**src/rtl/bsg_trace_replay_multi.sv**
```systemverilog
// Multi-channel trace replay engine: walks a ROM of {op, chan, payload}
// words, driving and checking valid/ready channels. Supports counted
// loops, cycle delays, and sticky first-error address capture.
module bsg_trace_replay_multi #(
  parameter int payload_width_p  = 80,
  parameter int num_channels_p   = 4,
  parameter int rom_addr_width_p = 8,
  parameter int counter_width_p  = (payload_width_p < 16) ? payload_width_p : 16,
  localparam int chan_width_lp   = (num_channels_p > 1) ? $clog2(num_channels_p) : 1,
  localparam int rom_width_lp    = 4 + chan_width_lp + payload_width_p
) (
  input  logic                                      clk_i,
  input  logic                                      reset_i,
  input  logic                                      en_i,
  input  logic [num_channels_p-1:0]                 v_i,
  input  logic [num_channels_p*payload_width_p-1:0] data_i,
  output logic [num_channels_p-1:0]                 ready_and_o,
  output logic [num_channels_p-1:0]                 v_o,
  output logic [payload_width_p-1:0]                data_o,
  input  logic [num_channels_p-1:0]                 yumi_i,
  output logic [rom_addr_width_p-1:0]               rom_addr_o,
  input  logic [rom_width_lp-1:0]                   rom_data_i,
  output logic                                      done_o,
  output logic                                      error_o,
  output logic [rom_addr_width_p-1:0]               error_addr_o
);

  localparam logic [3:0] OP_NOP        = 4'd0;
  localparam logic [3:0] OP_SEND       = 4'd1;
  localparam logic [3:0] OP_RECV       = 4'd2;
  localparam logic [3:0] OP_DONE       = 4'd3;
  localparam logic [3:0] OP_FINISH     = 4'd4;
  localparam logic [3:0] OP_CYCLE_DEC  = 4'd5;
  localparam logic [3:0] OP_CYCLE_INIT = 4'd6;
  localparam logic [3:0] OP_LOOP_INIT  = 4'd7;
  localparam logic [3:0] OP_LOOP_BR    = 4'd8;

  localparam logic [chan_width_lp:0] num_chan_lp = (chan_width_lp+1)'(num_channels_p);

  logic [rom_addr_width_p-1:0] addr_r, error_addr_r, next_addr;
  logic                        done_r, error_r, done_n;
  logic [counter_width_p-1:0]  cycle_ctr_r, loop_ctr_r, cycle_ctr_n, loop_ctr_n;

  logic [3:0]                  op;
  logic [chan_width_lp-1:0]    chan;
  logic [payload_width_p-1:0]  payload;
  logic                        exec, chan_ok, complete, err;
  logic [num_channels_p-1:0]   sel, send_v, recv_rdy;
  logic [payload_width_p-1:0]  recv_data;

  assign op      = rom_data_i[rom_width_lp-1 -: 4];
  assign chan    = rom_data_i[payload_width_p +: chan_width_lp];
  assign payload = rom_data_i[payload_width_p-1:0];
  assign exec    = en_i && !done_r && !reset_i;
  assign chan_ok = ({1'b0, chan} < num_chan_lp);

  // One-hot channel select and the selected channel's input payload
  always_comb begin
    sel       = '0;
    recv_data = '0;
    for (int k = 0; k < num_channels_p; k++) begin
      sel[k] = chan_ok && (chan == chan_width_lp'(k));
      if (sel[k]) recv_data = data_i[k*payload_width_p +: payload_width_p];
    end
  end

  // Instruction decode: completion, handshakes, next state and error detection
  always_comb begin
    complete    = 1'b0;
    err         = 1'b0;
    next_addr   = addr_r + 1'b1;
    send_v      = '0;
    recv_rdy    = '0;
    cycle_ctr_n = cycle_ctr_r;
    loop_ctr_n  = loop_ctr_r;
    done_n      = done_r;
    if (exec) begin
      case (op)
        OP_NOP: complete = 1'b1;
        OP_SEND: begin
          if (!chan_ok) begin
            complete = 1'b1;
            err      = 1'b1;
          end else begin
            send_v   = sel;
            complete = |(yumi_i & sel);
          end
        end
        OP_RECV: begin
          if (!chan_ok) begin
            complete = 1'b1;
            err      = 1'b1;
          end else begin
            recv_rdy = sel;
            complete = |(v_i & sel);
            err      = complete && (recv_data != payload);
          end
        end
        // FINISH behaves as DONE in hardware
        OP_DONE, OP_FINISH: begin
          complete = 1'b1;
          done_n   = 1'b1;
        end
        OP_CYCLE_DEC: begin
          if (cycle_ctr_r == '0) complete = 1'b1;
          else cycle_ctr_n = cycle_ctr_r - 1'b1;
        end
        OP_CYCLE_INIT: begin
          cycle_ctr_n = payload[counter_width_p-1:0];
          complete    = 1'b1;
        end
        OP_LOOP_INIT: begin
          loop_ctr_n = payload[counter_width_p-1:0];
          complete   = 1'b1;
        end
        OP_LOOP_BR: begin
          complete = 1'b1;
          if (loop_ctr_r != '0) begin
            loop_ctr_n = loop_ctr_r - 1'b1;
            next_addr  = payload[rom_addr_width_p-1:0];
          end
        end
        default: begin
          complete = 1'b1;
          err      = 1'b1;
        end
      endcase
    end
  end

  // Architectural state; error address latches only on the first error
  always_ff @(posedge clk_i or posedge reset_i) begin
    if (reset_i) begin
      addr_r       <= '0;
      done_r       <= 1'b0;
      error_r      <= 1'b0;
      error_addr_r <= '0;
      cycle_ctr_r  <= '0;
      loop_ctr_r   <= '0;
    end else begin
      if (complete) addr_r <= next_addr;
      done_r      <= done_n;
      cycle_ctr_r <= cycle_ctr_n;
      loop_ctr_r  <= loop_ctr_n;
      if (err && !error_r) begin
        error_r      <= 1'b1;
        error_addr_r <= addr_r;
      end
    end
  end

  // Once done, every input is drained; disable or reset forces handshakes low
  assign ready_and_o  = (done_r && en_i && !reset_i) ? {num_channels_p{1'b1}} : recv_rdy;
  assign v_o          = send_v;
  assign data_o       = payload;
  assign rom_addr_o   = addr_r;
  assign done_o       = done_r;
  assign error_o      = error_r;
  assign error_addr_o = error_addr_r;

endmodule

```
**config.mk**
```make
export PLATFORM = sky130hd
export DESIGN_NAME = bsg_trace_replay_multi
export DESIGN_NICKNAME = d
export VERILOG_FILES = /design/src/rtl/bsg_trace_replay_multi.sv
export SDC_FILE = /design/constraint.sdc
export NUM_CORES = 1
export LEC_CHECK = 0
export CORE_AREA = 2 2 205 207
export CTS_CLUSTER_DIAMETER = 40
export DETAILED_ROUTE_END_ITERATION = 12
export DIE_AREA = 0 0 207 209
export PLACE_DENSITY_LB_ADDON = 0.05
export SLEW_MARGIN = 15
export SYNTH_ARGS = -nofsm -noshare
export SYNTH_HDL_FRONTEND = slang
export SYNTH_SLANG_ARGS = --single-unit
```
**constraint.sdc**
```tcl
create_clock -name clk_i -period 3 [get_ports clk_i]
set_input_delay 0.3 -clock clk_i [delete_from_list [all_inputs] [get_ports clk_i]]
set_output_delay 0.3 -clock clk_i [all_outputs]
set_load 0.02 [all_outputs]
```
==> results_dict.tcl, run 1 <==
set metrics [dict create \
    status "complete, no violations" \
    utilization_pct 30.43 \
    synth_edf_count 0 \
    dpl_cell_area_um2 12310 \
    place.gp.congestion 0.8040 \
    r2r_cells 9 \
    synthCells 651 \
    slew_violations 0 \
    ios 523 \
    critPathBufInv 2 \
    area_growth_pct 91.42 \
    whs_path_depth 2 \
    die_area_um2 43260 \
    routedWlPerCell_um 24.70 \
    fp.coreArea_um2 41290 \
    ys_seq_area_share_pct 19.06 \
    ctsHoldBuffers 0 \
    dp_hpwl_um 37050 \
    maxCapViolCount 0 \
    slowest_stage "mux4_1" \
    final_antenna_net_count 0 \
    synth_top_family_by_area "multiplexers" \
    whs_ns 0.5026 \
    dieHeight_um 209 \
    viasPerCell 4.172 \
    cts_tree "yes" \
    yosys.area_share.simple_pct 12.41 \
    p_int_mw 1.998 \
    grt_max_degree 52 \
    overflow 0 \
    synthTopCellsByArea "mux4_2, dfrtp_1, xnor2_1" \
    design_area_um2 12560 \
    fin_skew_ns 0.01048 \
    drc 0 \
    clkPwrFrac_pct 24.7 \
    clk_pin_slew_ns 0.08 \
    dr.pass1.iters 4 \
    crit_type "in2reg" \
    synthFlopType "dfrtp_1" \
    max_freq_ghz 0.3409 \
    muxShareOfSynthArea_pct 30.84 \
    num_rows 75 \
    syn_area_um2 6564 \
    leakagePower_nw 4.576 \
    die_w_um 207 \
    synth_fp_nets 1071 \
    finalCriticalPeriod_ns 2.933 \
    switching_share_pct 29.53 \
    root_buffer "clkbuf_16" \
    hp-class "reg2reg" \
    crit_family "multiplexers" \
    synth-async-reset-ratio_pct 100.0 \
    critical_path_depth 10 \
    synth_xor_area_share_pct 10.67 \
    initial_core_util_pct 15.90 \
    synth-compound-area-share_pct 12.37 \
    grt_pass1_wl_um 57540 \
    power_density_nw_per_um2 225.7 \
    tns_ns 0 \
    p_sw_mw 0.8372 \
    synth_cell_type_count 53 \
    cp.required_ns 3.19 \
    synth_top_area_share_pct 22.30 \
    path_max_fanout 5 \
    vias 7021 \
    cts_buffers 5 \
    layout-drive-gt1-share_pct 15.41 \
    cp-start-kind "input pin" \
    wl_um 41570 \
    drtIter0Drc 254 \
    clock_latency_ns 0.30 \
    rsz0062_at_grt "no" \
    io_buffers 522 \
    vdd_drop_max_v 0.0001946 \
    cts_max_level 2 \
    pwr-share-seq_pct 23.7 \
    worst_pin_slew_ns 0.7404 \
    nets 1561 \
    grt_pass1_vias 7690 \
    grt_usage_pct 18.50 \
    crit_arrival_ns 3.12 \
    combPwrFrac_pct 51.6 \
    endpoint_kind "flip-flop" \
    syn_avg_cell_area_um2 10.08 \
    slowest_delay_ns 0.58 \
    synth_fa_ha_area_share_pct 0.5719 \
    cts.path.max_buffers 2 \
    antenna_found_initial 9 \
    post-route-period-util_pct 97.77 \
    worstPathCellList "clkdlybuf4s50_1 -> mux4_1 -> xnor2_1 -> nand4_1 -> nor4_2 -> nand3_2 -> o211ai_4 -> a2111oi_4 -> buf_4 -> mux2_4" \
    clock_sinks 50 \
    synth-seq-cells 50 \
    final_hold_viol_count 0 \
    setup_viol_count_final 0 \
    synth_top_area_cell "mux4_2" \
    synth_warnings 0 \
    maxSlewHeadroom_pct 50.64 \
    n_fill_cell 4333 \
]
-- state kept, by name (all words and copies together), names as in the netlist --
register,cells
error_addr_o,8
rom_addr_o,8
cycle_ctr_r,16
error_o,1
done_o,1
loop_ctr_r,16
-- power groups by stage --
stage	Sequential, mW	Combinational, mW	Clock [mW]
finish	0.673	1.46	0.700
global route	0.673	1.56	0.751
CTS	0.673	1.48	0.720
detailed placement	0.687	1.47	0
global placement	0.687	1.47	0
floorplan	0.687	0.632	0
-- routing by layer --
metal  routed length (um)  vias up  GRT usage, %
met5                   87        -             0
met4                  334       14         2.118
met3                 2776       28         5.155
met2                21970      233         34.39
met1                16410     3344         21.64
li1                     -     3402             -
-- cells in the mapped netlist (4+ instances only) --
library cell,count
buf_4,81
xnor2_1,80
mux4_2,65
dfrtp_1,50
o21ai_0,48
a21oi_1,45
nor2_1,39
nand2_1,26
nand4_1,21
nor3_1,21
inv_1,17
mux4_1,17
clkbuf_1,15
nand3_1,13
o22ai_1,10
buf_6,9
buf_2,8
nor4_1,8
mux2_2,7
a22oi_1,6
nand2b_1,6
or3_1,5
a21o_1,4
o22a_1,4
or4_1,4
-- final timing paths --
check,to,start,slack (ns)
min,loop_ctr_r[15],loop_ctr_r[15],0.50
max,error_addr_o[0],data_i[136],0.07
min in group asynchronous,rom_addr_o[1],reset_i,0.81
max in group asynchronous,rom_addr_o[6],reset_i,1.70
max reg2reg,cycle_ctr_r[15],cycle_ctr_r[1],0.15
min reg2reg,loop_ctr_r[15],loop_ctr_r[15],0.50
-- worst reg2reg max path, delay by kind of cell, from the launching register on --
| kind | cells | cell delay (ns) |
|---|---|---|
| buffers and inverters | 1 | 0.13 |
| AO/OA/AOI/OAI | 2 | 0.37 |
| AND/OR/NAND/NOR | 6 | 1.89 |
| flip-flops | 1 | 0.38 |
-- cells by family after synthesis --
kind of cell,after synthesis
compound gates,134
fa+ha+maj,3
xor+xnor,80
buf+inv,133
flops,50
mux,92
simple gates,159
-- timing repair --
action / CTS / global route
pin swaps: 3 / 5
endpoints found under the setup margin: 8 / 13
gates resized for setup: 5 / 6
cloned: 0 / 0
buffers inserted: 2 / 0
-- layout by cell type, fill, tap and decap left out, types with 4 or more instances in the layout --
cell	count
or3_1	5
mux2_2	7
nand2b_1	6
nand4_1	21
clkbuf_16	5
nand2_1	26
mux4_2	65
dfrtp_1	50
nor3_1	21
a21o_1	4
a22oi_1	6
nand3_1	12
o21ai_0	48
a21oi_1	45
clkdlybuf4s50_1	520
o22a_1	4
buf_4	67
mux4_1	17
o22ai_1	10
xnor2_1	77
buf_12	12
nor2_1	39
or4_1	4
nor4_1	5
inv_1	16
-- cell type report --
type                            instances  area (um^2)  share of cell area [%]
Clock inverter                          3        43.79                  0.3485
Antenna cell                            2        5.005                 0.03983
Clock buffer                            5        125.1                  0.9958
Timing Repair Buffer                  599         5948                   47.34
Tap cell                              539        674.4                   5.367
Multi-Input combinational cell        468         4449                   35.41
Inverter                               17        67.56                  0.5377
Sequential cell                        50         1251                   9.958
-- through the flow --
step           cells  worst slack, ns  total power [mW]
3_5_place_dp    1671          -0.5382             2.161
5_1_grt         1681          0.01165             2.981
4_1_cts         1681          0.02467             2.877
6_report        1683          0.06686             2.835
3_3_place_gp    1671          -0.4936             2.160
2_1_floorplan    651           0.2051             1.318
(Power assumes the default switching activity.)
==> run 2, diff against run 1 <==
- CORE_AREA: 2 2 205 207 -> 2 2 202 204
- DIE_AREA: 0 0 207 209 -> 0 0 204 206
- clock period: 3 -> 2.7 ns (I/O delays scaled with it)
==> run 2 against run 1 <==
The flow now finishes with violations (setup timing). Critical path depth up 1. Clock power down 2%. First-iteration DRC count up 13%. Sequential cell count unchanged. Total power up 11%. Non-clock buffer count up 57. Hold slack worse by 0.014 ns. Via count up 5.6%. Critical path type unchanged. Critical endpoint unchanged. Largest cell class unchanged. Highest routed layer unchanged.
==> results_dict.tcl, run 2 (synthesis results as in run 1) <==
set metrics [dict create \
    power_density_nw_per_um2 235.5 \
    cts.path.max_buffers 2 \
    maxCapViolCount 0 \
    final_antenna_net_count 0 \
    maxSlewHeadroom_pct 52.74 \
    rsz0062_at_grt "yes" \
    path_max_fanout 4 \
    place.gp.congestion 0.8975 \
    violations "setup timing" \
    n_fill_cell 4225 \
    routedWlPerCell_um 24.64 \
    grt_pass1_wl_um 58450 \
    vias 7416 \
    drc 0 \
    endpoint_kind "flip-flop" \
    hp-class "reg2reg" \
    initial_core_util_pct 16.33 \
    layout_common_cells "clkdlybuf4s50_1, buf_4, mux4_2" \
    worstPathCellList "clkdlybuf4s50_1 -> mux4_2 -> xnor2_2 -> nand4_1 -> nor4_4 -> buf_4 -> nand3_4 -> o211ai_4 -> a2111oi_4 -> buf_4 -> mux2_4" \
    status "finished, violations left" \
    cts_buffers 5 \
    io_buffers 522 \
    final_common_cell "clkdlybuf4s50_1" \
    layout-drive-gt1-share_pct 22.52 \
    crit_type "in2reg" \
    wl_um 42880 \
    max_freq_ghz 0.3699 \
    reg2reg_from "cycle_ctr_r[0]" \
    antenna_found_initial 16 \
    num_rows 74 \
    tns_ns -0.003125 \
    finalCriticalPeriod_ns 2.703 \
    cts_tree "yes" \
    clk_pin_slew_ns 0.08 \
    worst_pin_slew_ns 0.7088 \
    place_ws_ns -0.9879 \
    r2r_slack_ns 0.01 \
    r2r_cells 10 \
    top_regs "cycle_ctr_r x16, loop_ctr_r x16" \
    overflow 0 \
    cts_max_level 2 \
    root_buffer "clkbuf_16" \
    crit_arrival_ns 2.89 \
    nets 1618 \
    die_w_um 204 \
    ios 523 \
    clock_sinks 50 \
    area_growth_pct 103.4 \
    die_area_um2 42020 \
    slowest_stage "mux4_2" \
    min_from "loop_ctr_r[15]" \
    final_hold_viol_count 0 \
    slew_violations 0 \
    whs_ns 0.4888 \
    dp_hpwl_um 36880 \
    grt_pass1_vias 7950 \
    fin_ws_ns -0.003125 \
    timing.critical_path.mode_cell "buf_4" \
    grt_max_degree 52 \
    cp-start-kind "input pin" \
    r2r_end "rom_addr_o[5]" \
    setup_viol_count_final 1 \
    fp.coreArea_um2 40180 \
    cp.required_ns 2.89 \
    dieHeight_um 206 \
    utilization_pct 33.22 \
    dr.pass1.iters 4 \
    clock_latency_ns 0.31 \
    leakagePower_nw 5.318 \
    fin_skew_ns 0.008046 \
    grt_usage_pct 19.66 \
    min_to "loop_ctr_r[15]" \
    post-route-period-util_pct 100.1 \
    slowest_delay_ns 0.50 \
    viasPerCell 4.262 \
    whs_path_depth 2 \
    vdd_drop_max_v 0.0002113 \
    drtIter0Drc 287 \
]
==> run 2: report_power, final <==
group | leakage (nW) | internal [mW] | switching (mW)
Sequential | 0.652 | 0.748 | 0
Clock | 0.0729 | 0.369 | 0.320
Combinational | 4.59 | 1.08 | 0.631
Total | 5.32 | 2.19 | 0.951
==> run 2: worst max-delay path by stage <==
stage | end | slack [ns] | cells after the start | startpoint
floorplan | error_addr_o[1] | -0.01 | 11 | rom_data_i[80]
global placement | error_addr_o[0] | -1.00 | 12 | rom_data_i[80]
detailed placement | error_addr_o[0] | -0.99 | 12 | rom_data_i[80]
CTS | error_addr_o[0] | -0.02 | 11 | data_i[270]
global route | error_addr_o[0] | -0.14 | 11 | data_i[30]
finish | error_addr_o[0] | -0.003 | 11 | data_i[270]
==> run 2: timing repair <==
item | CTS | global route
pin swaps | 35 | 26
buffers inserted | 5 | 18
endpoints found under the setup margin | 16 | 20
gates cloned | 3 | 2
resized for setup | 114 | 55
hold buffers | 0 | 0
==> run 2: routing by layer <==
| metal | share of wire, % | track usage, % |
|---|---|---|
| met4 | 1.3 | 3.804 |
| met5 | 0.17 | 0 |
| met2 | 52 | 35.14 |
| met1 | 40 | 23.92 |
| met3 | 6.1 | 4.935 |
==> run 2: layout make-up <==
class / count / area [um^2] / share of cell area (%)
inverters: 17 / 67.56 / 0.5061
flip-flops and latches: 50 / 1251 / 9.372
well taps: 532 / 665.6 / 4.986
multi-input cells: 468 / 4643 / 34.78
diodes: 9 / 22.52 / 0.1687
repair buffers: 656 / 6549 / 49.05
clock buffers: 6 / 138.9 / 1.040
clock inverters: 2 / 12.51 / 0.09372
==> run 2: worst max-delay path: cells and delay by family <==
| kind | cells | cell delay (ns) |
|---|---|---|
| compound gates | 2 | 0.36 |
| xor+xnor | 1 | 0.14 |
| buf+inv | 3 | 0.74 |
| mux | 2 | 0.79 |
| simple gates | 3 | 0.59 |
==> run 2: through the flow <==
stage | std cells | power, mW | area [um^2]
floorplan | 651 | 1.465 | 6573
global placement | 1697 | 2.416 | 12540
detailed placement | 1697 | 2.412 | 12540
CTS | 1711 | 3.175 | 12960
global route | 1736 | 3.304 | 13340
finish | 1740 | 3.143 | 13350
